==> src/rtl/gpio_cmd_bridge.sv <==
// gpio_cmd_bridge: turns the host's strobed GPIO bus into register
// write/read commands with valid/ready handshakes and status readback.
module gpio_cmd_bridge #(
  parameter int          SYNC_STAGES = 2,
  parameter int          RD_TIMEOUT  = 64,
  parameter logic [15:0] CLR_ADDR    = 16'h7FFF
) (
  input  logic        clk,
  input  logic        rst,
  input  logic [31:0] gpio_in,
  output logic [31:0] gpio_out_bus,
  output logic        wr_valid,
  input  logic        wr_ready,
  output logic [14:0] wr_addr,
  output logic [15:0] wr_data,
  output logic        rd_req_valid,
  input  logic        rd_req_ready,
  output logic [14:0] rd_req_addr,
  input  logic        rd_resp_valid,
  input  logic [15:0] rd_resp_data
);

  localparam int TW = $clog2(RD_TIMEOUT + 1);

  typedef enum logic [1:0] {
    IDLE,
    WR_OUT,
    RD_REQ,
    RD_WAIT
  } state_e;

  logic [SYNC_STAGES-1:0] sync_q;
  logic                   strb_d_q;
  logic                   rise;

  logic        cap_vld_q;
  logic [15:0] cap_addr_q;
  logic [7:0]  cap_data_q;

  logic        phase_q, phase_d;
  logic [7:0]  hi_q, hi_d;
  logic [14:0] hold_q, hold_d;
  logic        wr_cmd_q, wr_cmd_d;
  logic        rd_cmd_q, rd_cmd_d;
  logic        clr_q, clr_d;
  logic        pair_q, pair_d;
  logic [14:0] cmd_addr_q, cmd_addr_d;
  logic [15:0] cmd_data_q, cmd_data_d;

  state_e      state_q;
  logic        wr_valid_q;
  logic [14:0] wr_addr_q;
  logic [15:0] wr_data_q;
  logic        rd_req_valid_q;
  logic [14:0] rd_req_addr_q;
  logic [TW-1:0] tmo_q;
  logic [15:0] rd_data_q;
  logic [7:0]  rd_cnt_q;
  logic        busy_q;
  logic [2:0]  stk_q;
  logic        to_hit;
  logic        ovf_hit;
  logic        unused_gpio;

  assign unused_gpio = ^gpio_in[30:24];

  assign rise = sync_q[SYNC_STAGES-1] & ~strb_d_q;

  always_ff @(posedge clk) begin
    if (rst) begin
      sync_q     <= '0;
      strb_d_q   <= 1'b0;
      cap_vld_q  <= 1'b0;
      cap_addr_q <= '0;
      cap_data_q <= '0;
    end else begin
      sync_q    <= {sync_q[SYNC_STAGES-2:0], gpio_in[31]};
      strb_d_q  <= sync_q[SYNC_STAGES-1];
      cap_vld_q <= rise;
      if (rise) begin
        cap_addr_q <= gpio_in[23:8];
        cap_data_q <= gpio_in[7:0];
      end
    end
  end

  always_comb begin
    phase_d    = phase_q;
    hi_d       = hi_q;
    hold_d     = hold_q;
    wr_cmd_d   = 1'b0;
    rd_cmd_d   = 1'b0;
    clr_d      = 1'b0;
    pair_d     = 1'b0;
    cmd_addr_d = cmd_addr_q;
    cmd_data_d = cmd_data_q;
    if (cap_vld_q) begin
      if (cap_addr_q == CLR_ADDR) begin
        clr_d   = 1'b1;
        phase_d = 1'b0;
      end else if (cap_addr_q[15]) begin
        rd_cmd_d   = 1'b1;
        cmd_addr_d = cap_addr_q[14:0];
        phase_d    = 1'b0;
      end else if (!phase_q) begin
        phase_d = 1'b1;
        hi_d    = cap_data_q;
        hold_d  = cap_addr_q[14:0];
      end else if (cap_addr_q[14:0] == hold_q) begin
        wr_cmd_d   = 1'b1;
        cmd_addr_d = hold_q;
        cmd_data_d = {hi_q, cap_data_q};
        phase_d    = 1'b0;
      end else begin
        // mismatched second byte restarts the pair with itself as the high byte
        pair_d = 1'b1;
        hi_d   = cap_data_q;
        hold_d = cap_addr_q[14:0];
      end
    end
  end

  always_ff @(posedge clk) begin
    if (rst) begin
      phase_q    <= 1'b0;
      hi_q       <= '0;
      hold_q     <= '0;
      wr_cmd_q   <= 1'b0;
      rd_cmd_q   <= 1'b0;
      clr_q      <= 1'b0;
      pair_q     <= 1'b0;
      cmd_addr_q <= '0;
      cmd_data_q <= '0;
    end else begin
      phase_q    <= phase_d;
      hi_q       <= hi_d;
      hold_q     <= hold_d;
      wr_cmd_q   <= wr_cmd_d;
      rd_cmd_q   <= rd_cmd_d;
      clr_q      <= clr_d;
      pair_q     <= pair_d;
      cmd_addr_q <= cmd_addr_d;
      cmd_data_q <= cmd_data_d;
    end
  end

  assign to_hit  = (state_q == RD_WAIT) && !rd_resp_valid
                   && (tmo_q == '0);
  assign ovf_hit = (wr_cmd_q || rd_cmd_q) && (state_q != IDLE);

  always_ff @(posedge clk) begin
    if (rst) begin
      state_q        <= IDLE;
      wr_valid_q     <= 1'b0;
      wr_addr_q      <= '0;
      wr_data_q      <= '0;
      rd_req_valid_q <= 1'b0;
      rd_req_addr_q  <= '0;
      tmo_q          <= '0;
      rd_data_q      <= '0;
      rd_cnt_q       <= '0;
      busy_q         <= 1'b0;
      stk_q          <= '0;
    end else begin
      // a set in the same cycle as a clear survives
      stk_q <= (clr_q ? 3'b000 : stk_q) | {to_hit, pair_q, ovf_hit};
      unique case (state_q)
        IDLE: begin
          if (wr_cmd_q) begin
            state_q    <= WR_OUT;
            wr_valid_q <= 1'b1;
            wr_addr_q  <= cmd_addr_q;
            wr_data_q  <= cmd_data_q;
            busy_q     <= 1'b1;
          end else if (rd_cmd_q) begin
            state_q        <= RD_REQ;
            rd_req_valid_q <= 1'b1;
            rd_req_addr_q  <= cmd_addr_q;
            busy_q         <= 1'b1;
          end
        end
        WR_OUT: begin
          if (wr_ready) begin
            state_q    <= IDLE;
            wr_valid_q <= 1'b0;
            busy_q     <= 1'b0;
          end
        end
        RD_REQ: begin
          if (rd_req_ready) begin
            state_q        <= RD_WAIT;
            rd_req_valid_q <= 1'b0;
            tmo_q          <= TW'(RD_TIMEOUT - 1);
          end
        end
        RD_WAIT: begin
          if (rd_resp_valid) begin
            rd_data_q <= rd_resp_data;
            rd_cnt_q  <= rd_cnt_q + 8'd1;
            state_q   <= IDLE;
            busy_q    <= 1'b0;
          end else if (tmo_q == '0) begin
            rd_data_q <= 16'hDEAD;
            rd_cnt_q  <= rd_cnt_q + 8'd1;
            state_q   <= IDLE;
            busy_q    <= 1'b0;
          end else begin
            tmo_q <= tmo_q - TW'(1);
          end
        end
        default: begin
          state_q <= IDLE;
          busy_q  <= 1'b0;
        end
      endcase
    end
  end

  assign wr_valid     = wr_valid_q;
  assign wr_addr      = wr_addr_q;
  assign wr_data      = wr_data_q;
  assign rd_req_valid = rd_req_valid_q;
  assign rd_req_addr  = rd_req_addr_q;
  assign gpio_out_bus = {4'h0, stk_q, busy_q, rd_cnt_q, rd_data_q};

endmodule

==> config.mk <==
export PLATFORM = sky130hd
export DESIGN_NAME = gpio_cmd_bridge
export DESIGN_NICKNAME = d
export VERILOG_FILES = /design/src/rtl/gpio_cmd_bridge.sv
export SDC_FILE = /design/constraint.sdc
export NUM_CORES = 1
export LEC_CHECK = 0
export BUFFER_PORTS_ARGS = -buffer_cell sky130_fd_sc_hd__buf_4
export CORE_MARGIN = 4
export CORE_UTILIZATION = 40
export CTS_CLUSTER_SIZE = 10
export DETAILED_ROUTE_END_ITERATION = 6
export PLACE_DENSITY_LB_ADDON = 0.3
export SLEW_MARGIN = 20
export SYNTH_ARGS = -nofsm -noshare
export SYNTH_HDL_FRONTEND = slang
export SYNTH_SLANG_ARGS = --single-unit
export TNS_END_PERCENT = 1
==> constraint.sdc <==
create_clock -name clk -period 4.6 [get_ports clk]
set_input_delay 0.69 -clock clk [delete_from_list [all_inputs] [get_ports clk]]
set_output_delay 0.69 -clock clk [all_outputs]
set_load 0.01 [all_outputs]
[Word-level counts from Yosys, hierarchy flattened]
Cells that the tools add are included.
Cells by class
  $add $sub $neg: 2
  eq/ne operators: 15
  multiplexer cells: 41
  bitwise gates (word level): 8
  reductions and logical operators: 29
Operators by type and width (number)
  15-bit 2-to-1 mux: 5
  16-bit 2-to-1 mux: 2
  8-bit 2-to-1 mux: 4
  4-bit AND reduction: 6
  7-bit 2-to-1 mux: 3
  16-bit by 15-bit equality test with 1-bit output (second input constant): 1
  2-bit inequality test (second input constant): 8
  15-bit equality test: 1
  1-bit 2-to-1 mux: 15
  7-bit case mux with 2 select lines: 1
  2-bit nonzero test: 7
  2-bit 2-to-1 mux: 6
  8-bit by 1-bit adder with 8-bit output (second input constant): 1
  2-bit case mux with 4 select lines: 1
  7-bit logical NOT: 1
  7-bit by 1-bit subtractor with 7-bit output (second input constant): 1
  1-bit inverter: 6
  3-bit AND reduction: 2
  5-bit AND reduction: 1
  5-bit OR reduction: 1
  2-bit equality test (second input constant): 2
  1-bit case mux with 2 select lines: 2
  2-bit AND reduction: 2
  1-bit logical AND: 3
  13 further kinds: 13
Word-level totals
  bits in registers: 172
  input port bits: 53
  output and inout port bits: 80
  word-level logic and storage cells: 120

[Logic depth before layout (Yosys ltp)]
Gate-level depths: netlist of run 1.
  word-level depth: 5
  depth in mapped cells: 8
  mapped depth without buffers: 7

[Least setup slack after synthesis of run 1]
No wires, ideal clock.
  path kind: reg2reg
  start point: register cap_addr_q[0]
  end point: register cmd_addr_q[4]
  library setup time: 0.134 ns
  arrival: 1.801 ns
  required time: 4.466 ns
  setup slack: 2.665 ns
  stages on the path, launching flop included: 8
  buffers on the path: 2
  clock period less this slack: 1.935 ns
  path through: dfxtp_1 -> xnor2_1 -> nand4_1 -> o41ai_4 -> and2_1 -> buf_2 -> buf_4 -> a211oi_1
On the way
  word-level cells in the longest chain between the ends: 3
  elaborated cells on any way between the ends: 5
  those cells by class: eq/ne (2); bitwise (1); reduce/logical (2)
Ends and longest elaborated chain
  start, declared: line 37  | logic [15:0] cap_addr_q;
  start signal, assigned: line 81  | cap_addr_q <= gpio_in[23:8];
  15-bit equality test or 16-bit by 15-bit equality test with 1-bit output (tied branches): line 109, 98
  2-bit nonzero test (no source line) or 1-bit inverter (tied branches)
  4-bit AND reduction (no source line) (*)
  end signal, assigned: line 142  | cmd_addr_q <= cmd_addr_d;
  end, declared: line 47  | logic [14:0] cmd_addr_q, cmd_addr_d;
Every way passes the cells marked *; elsewhere a longest branch is shown, timed or not.
A chain may end at the register's enable or synchronous reset.

[Worst setup path after layout of run 1]
  start point: register cap_addr_q[15]
  end point: register hold_q[6]
On the way
  word-level cells in the longest chain between the ends: 3
  elaborated cells on any way between the ends: 4
  those cells by class: eq/ne (1); bitwise (2); reduce/logical (1)
Ends and longest elaborated chain
  16-bit by 15-bit equality test with 1-bit output: line 98  | if (cap_addr_q == CLR_ADDR) begin
  1-bit inverter (no source line)
  4-bit AND reduction (no source line) (*)
  end signal, assigned: line 137  | hold_q <= hold_d;
  end, declared: line 42  | logic [14:0] hold_q, hold_d;
Marked as above.

==> impl_metrics.toml, run 1 <==
[synthesis]
syn-mean-instance-area_um2 = 8.82
syn_inst = 787
yosysSeqAreaShare = 0.496
synth-adder-area-share = 0.00541
yosys_warnings = 0
ys_async_sr_fraction = 0
synthMuxAreaShare = 0.0793
ys_seq_elements = 172
ys.flop_type = "dfxtp_1"
synth_top_family_by_area = "simple AND/OR/NAND/NOR gates"
synthSimpleGateAreaFrac = 0.228
synth_compound_area_frac = 0.112
synth.cell_area_um2 = 6940
synth-xor-area-share = 0.0341
synth_edf_count = 0
yosysUniqueCellTypes = 46

[detailed_routing]
drt_iter0_markers = 271
vias = 5428
drt-pass1-iter-count = 5
post_drt_wl_per_cell_um = 14.1
ant_nets = 0
vias_per_cell = 4.89
route.detailed.drc = 0
drt-total-wl_um = 15600

[job]
cap_violations = 0

[cts]
postCtsSetupBuffers = 0
post_cts_resized = 0
cts-root-buf = "clkbuf_16"
cts_tree = "built"
insertion_delay_ps = 410
cts_made_buffers = 17
clock_path_buffers = 2
htree_num_levels = 4
clk_pin_slew_worst_paths_ps = 60
postCtsHoldBufs = 0
cts_sinks = 172

[critical_path]
path_delay_family = "simple AND/OR/NAND/NOR gates"
worst-setup-path-type = "reg2reg"
worstPathArrival_ps = 3160
endpoint_kind = "register"
worstPathRequired_ps = 4940
critPathMaxFanout = 24
path_buf_inv = 1
max_stage_delay_ps = 780
cp_slowest_cell = "nor2b_4"
path_cells = "buf_4 > nand4b_4 > o41a_1 > and2_4 > nor2b_4 > mux2i_1"
start_kind = "register"

[placement]
port_buffers = 121
dpl-instance-area_um2 = 7900
dp_hpwl_um = 10900
routabilityCongestion = 0.801
dp_cells = 1079

[final_layout]
fin_util = 0.504
n_fill_cell = 1656
mostFrequentLayoutCells = "dfxtp_1, nand2_1, buf_4"
syn2layout_area_growth_pct = 22.2
nNetsFinal = 934
antennaDiodeCount = 0
final_common_cell = "dfxtp_1"
fin_area_um2 = 8480
drive_above_1_share = 0.187
fin_cells = 1110

[die]
fp.dieH_um = 140
core_um2 = 16800
start_util = 0.413
pin_count = 133
dieArea_um2 = 19500
die_w_um = 140
row_count = 47

[sta]
timing.fmax_mhz = 355
final_hold_viol_count = 0
rsz0062_at_grt = "false"
layout_min_cycle_time_ps = 2810
finalMaxSlewViolations = 0
setup_tns_ps = 0
fin_crit_sh = 0.612
relSlewSlack = 0.366
tightest_slew_ps = 951
setup_violations = 0
final.setup_skew_ps = 11.8

[grt]
grt_pass1_vias = 5096
antenna_found_initial = 0
grt_pass1_wl_um = 26100
grt_max_degree = 83
overflow = 0
track_usage = 0.161

[pwr]
vdd_drop_max_uv = 282
leakagePower_nw = 3.16
power.density_nw_per_um2 = 358
total_power_w = 0.00304

[hold_path]
worstHoldPathType = "reg2reg"

[status]
status = "completed"
area by class of cell:
type	instances	area, µm²	area share
clock inverter	9	114	0.0134
sequential	172	3440	0.406
clock buffer	22	464	0.0547
multi-input combinational	552	3210	0.378
tap	220	275	0.0324
inverter	9	33.8	0.00398
timing repair buffer	126	946	0.111
logic make-up (layout without fill, tap and decap cells):
group,Yosys count,count (layout)
compound gates,134,134
flops,172,172
fa+ha+maj,3,3
buf+inv,66,166
other cells,1,4
simple gates,329,329
mux,55,55
xor+xnor,27,27
Yosys cell counts (all sizes together) (2+ instances only):
cell	count	area [µm²]
ha	3	37.5
buf	18	129
mux2i	55	551
o21ai	5	25.0
nand2b	64	400
nor2b	8	57.6
nand4b	2	32.5
a21oi	99	495
nor3	17	85.1
nor4	3	40.0
and2	4	27.5
or4	2	15.0
inv	9	33.8
nor2	46	173
nand4	9	56.3
nand2	155	584
a22oi	5	37.5
xnor2	19	166
clkbuf	39	146
o21ba	2	20.0
a211oi	15	113
xor2	8	70.1
dfxtp	172	3440
nand3	10	50.1
nand3b	3	22.5
and3	2	12.5
nor3b	3	22.5
routing by layer:
metal / wire [µm] / share of wire / global-route usage
met2: 6850 / 0.44 / 0.241
met4: 124 / 0.0079 / 0.0454
met5: 0 / 0 / 0
met3: 798 / 0.051 / 0.0333
met1: 7840 / 0.50 / 0.234
final timing paths:
kind | start | end | slack, ps | cells past startpoint
max | cap_addr_q[15]$_SDFFE_PP0P_ | hold_q[6]$_SDFFE_PP0P_ | 1790 | 6
min | sync_q[0]$_SDFF_PP0_ | sync_q[1]$_SDFF_PP0_ | 440 | 1
max reg2reg | cap_addr_q[15]$_SDFFE_PP0P_ | hold_q[6]$_SDFFE_PP0P_ | 1790 | 6
min reg2reg | sync_q[0]$_SDFF_PP0_ | sync_q[1]$_SDFF_PP0_ | 440 | 1
sequential cells by signal (all words and copies together), names as in the netlist, 7 cells and up:
signal,count
cap_data_q,8
hi_q,8
rd_req_addr,15
tmo_q,7
wr_data,16
cap_addr_q,16
cmd_addr_q,15
cmd_data_q,16
rd_cnt_q,8
rd_data_q,16
wr_addr,15
hold_q,15
metrics by stage:
step	hold slack (ps)	worst slack (ps)
after floorplan	406	2670
after global placement	418	1880
after detailed placement	425	1850
after CTS	441	1810
after global routing	471	1650
final	437	1790
where the power goes:
group / switching (W) / total (W) / internal, W
Clock: 0.000574 / 0.00140 / 0.000829
Sequential: 0.0000118 / 0.00151 / 0.00150
Combinational: 0.0000653 / 0.000122 / 0.0000569
Power figures use the tool's default switching activity.
==> inputs of run 2 (changes only) <==
clock period = 2.3 ns   (was 4.6 ns; I/O delays follow)
==> impl_metrics.toml, run 2 (same netlist as run 1, synthesis figures left out) <==
[status]
status = "completed"

[critical_path]
start_kind = "register"
critPathMaxFanout = 15
worstPathArrival_ps = 2380
worst-setup-path-type = "reg2reg"
endpoint_kind = "register"
worstPathRequired_ps = 2640

[final_layout]
nNetsFinal = 945
syn2layout_area_growth_pct = 24.7
drive_above_1_share = 0.197
final_common_cell = "dfxtp_1"
antennaDiodeCount = 0
mostFrequentLayoutCells = "dfxtp_1, nand2_1, buf_4"

[cts]
htree_num_levels = 4
cts_tree = "built"
cts_sinks = 172
clk_pin_slew_worst_paths_ps = 60
cts_made_buffers = 17
insertion_delay_ps = 430
clock_path_buffers = 2
cts-root-buf = "clkbuf_16"

[detailed_routing]
route.detailed.drc = 0
vias_per_cell = 4.82
post_drt_wl_per_cell_um = 14.3
drt_iter0_markers = 284
vias = 5412
ant_nets = 0
drt-total-wl_um = 16000
drt-pass1-iter-count = 4

[grt]
grt_pass1_wl_um = 26300
antenna_found_initial = 0
track_usage = 0.164
grt_pass1_vias = 5063
grt_max_degree = 71
overflow = 0

[sta]
whs_ps = 127
layout_min_cycle_time_ps = 2040
setup_tns_ps = 0
setup_violations = 0
relSlewSlack = 0.402
timing.fmax_mhz = 490
fin_crit_sh = 0.888
final_hold_viol_count = 0
finalMaxSlewViolations = 0
final.setup_skew_ps = 6.90
rsz0062_at_grt = "false"
tightest_slew_ps = 894

[die]
row_count = 47
start_util = 0.413
dieArea_um2 = 19500
die_w_um = 140
pin_count = 133
fp.dieH_um = 140
core_um2 = 16800

[placement]
routabilityCongestion = 0.796
port_buffers = 121
dp_hpwl_um = 11200

[pwr]
combPwrFrac = 0.041
p_sw_frac = 0.206
seq_power_share = 0.474
leakagePower_nw = 3.26
power.density_nw_per_um2 = 737
vdd_drop_max_uv = 485
total_power_w = 0.00638
p_switching_w = 0.00132
p_clk_frac = 0.485
internal_power_w = 0.00506

[job]
cap_violations = 0

[hold_path]
worstHoldPathType = "in2reg"
run 2: changes by cell type in the layout (fill, tap and decap cells not counted), moves of 2 or more:
cell	delta
buf_12	+2
buf_4	+9
bufinv_16	+2
clkbuf_8	+2
clkinvlp_4	-2
run 2: per-layer routing:
layer	track usage	share of wire
met5	0	0
met4	0.0581	0.011
met3	0.0340	0.045
met1	0.240	0.50
met2	0.240	0.44
run 2: final timing paths:
check | from | end | slack, ps | cells after the start
worst max-delay path | cap_addr_q[5]$_SDFFE_PP0P_ | cmd_addr_q[12]$_SDFFE_PP0P_ | 260 | 6
worst min-delay path | gpio_in[31] | sync_q[0]$_SDFF_PP0_ | 130 | 2
worst max register to register | cap_addr_q[5]$_SDFFE_PP0P_ | cmd_addr_q[12]$_SDFFE_PP0P_ | 260 | 6
worst min register to register | sync_q[0]$_SDFF_PP0_ | sync_q[1]$_SDFF_PP0_ | 440 | 1
run 2: critical path, stage by stage, from the launching register on:
cell,delay (ps)
dfxtp_1,450
xnor2_1,150
nand4_1,290
o41ai_4,480
buf_4,270
a21oi_1,90
a211oi_1,220
run 2: power groups by stage:
stage | Sequential [W] | Clock [W] | Combinational [W]
floorplan | 0.00308 | 0 | 0.000166
global placement | 0.00309 | 0 | 0.000258
detailed placement | 0.00309 | 0 | 0.000260
CTS | 0.00302 | 0.00315 | 0.000261
global route | 0.00303 | 0.00329 | 0.000283
finish | 0.00302 | 0.00309 | 0.000259
run 2: timing repair:
action,4_1_cts,5_1_grt
setup endpoints to repair,0,1
hold buffers,0,0
setup buffers,0,0
resized for setup,0,1
run 2: metrics by stage:
stage                     area (µm²)  setup slack (ps)  std cells   util
final                           8660               258       1122  0.515
after global routing            8660               102       1122  0.515
after CTS                       8660               129       1122  0.515
after detailed placement        8010               144       1090  0.476
after global placement          8010               194       1090  0.476
after floorplan                 6950               365        790      -
run 2: area by class of cell:
class | instances | area, µm²
Fill cell | 1625 | 8160
Tap cell | 220 | 275
Clock buffer | 23 | 488
Clock inverter | 9 | 159
Multi-Input combinational cell | 552 | 3210
Sequential cell | 172 | 3440
Inverter | 9 | 33.8
Timing Repair Buffer | 137 | 1050
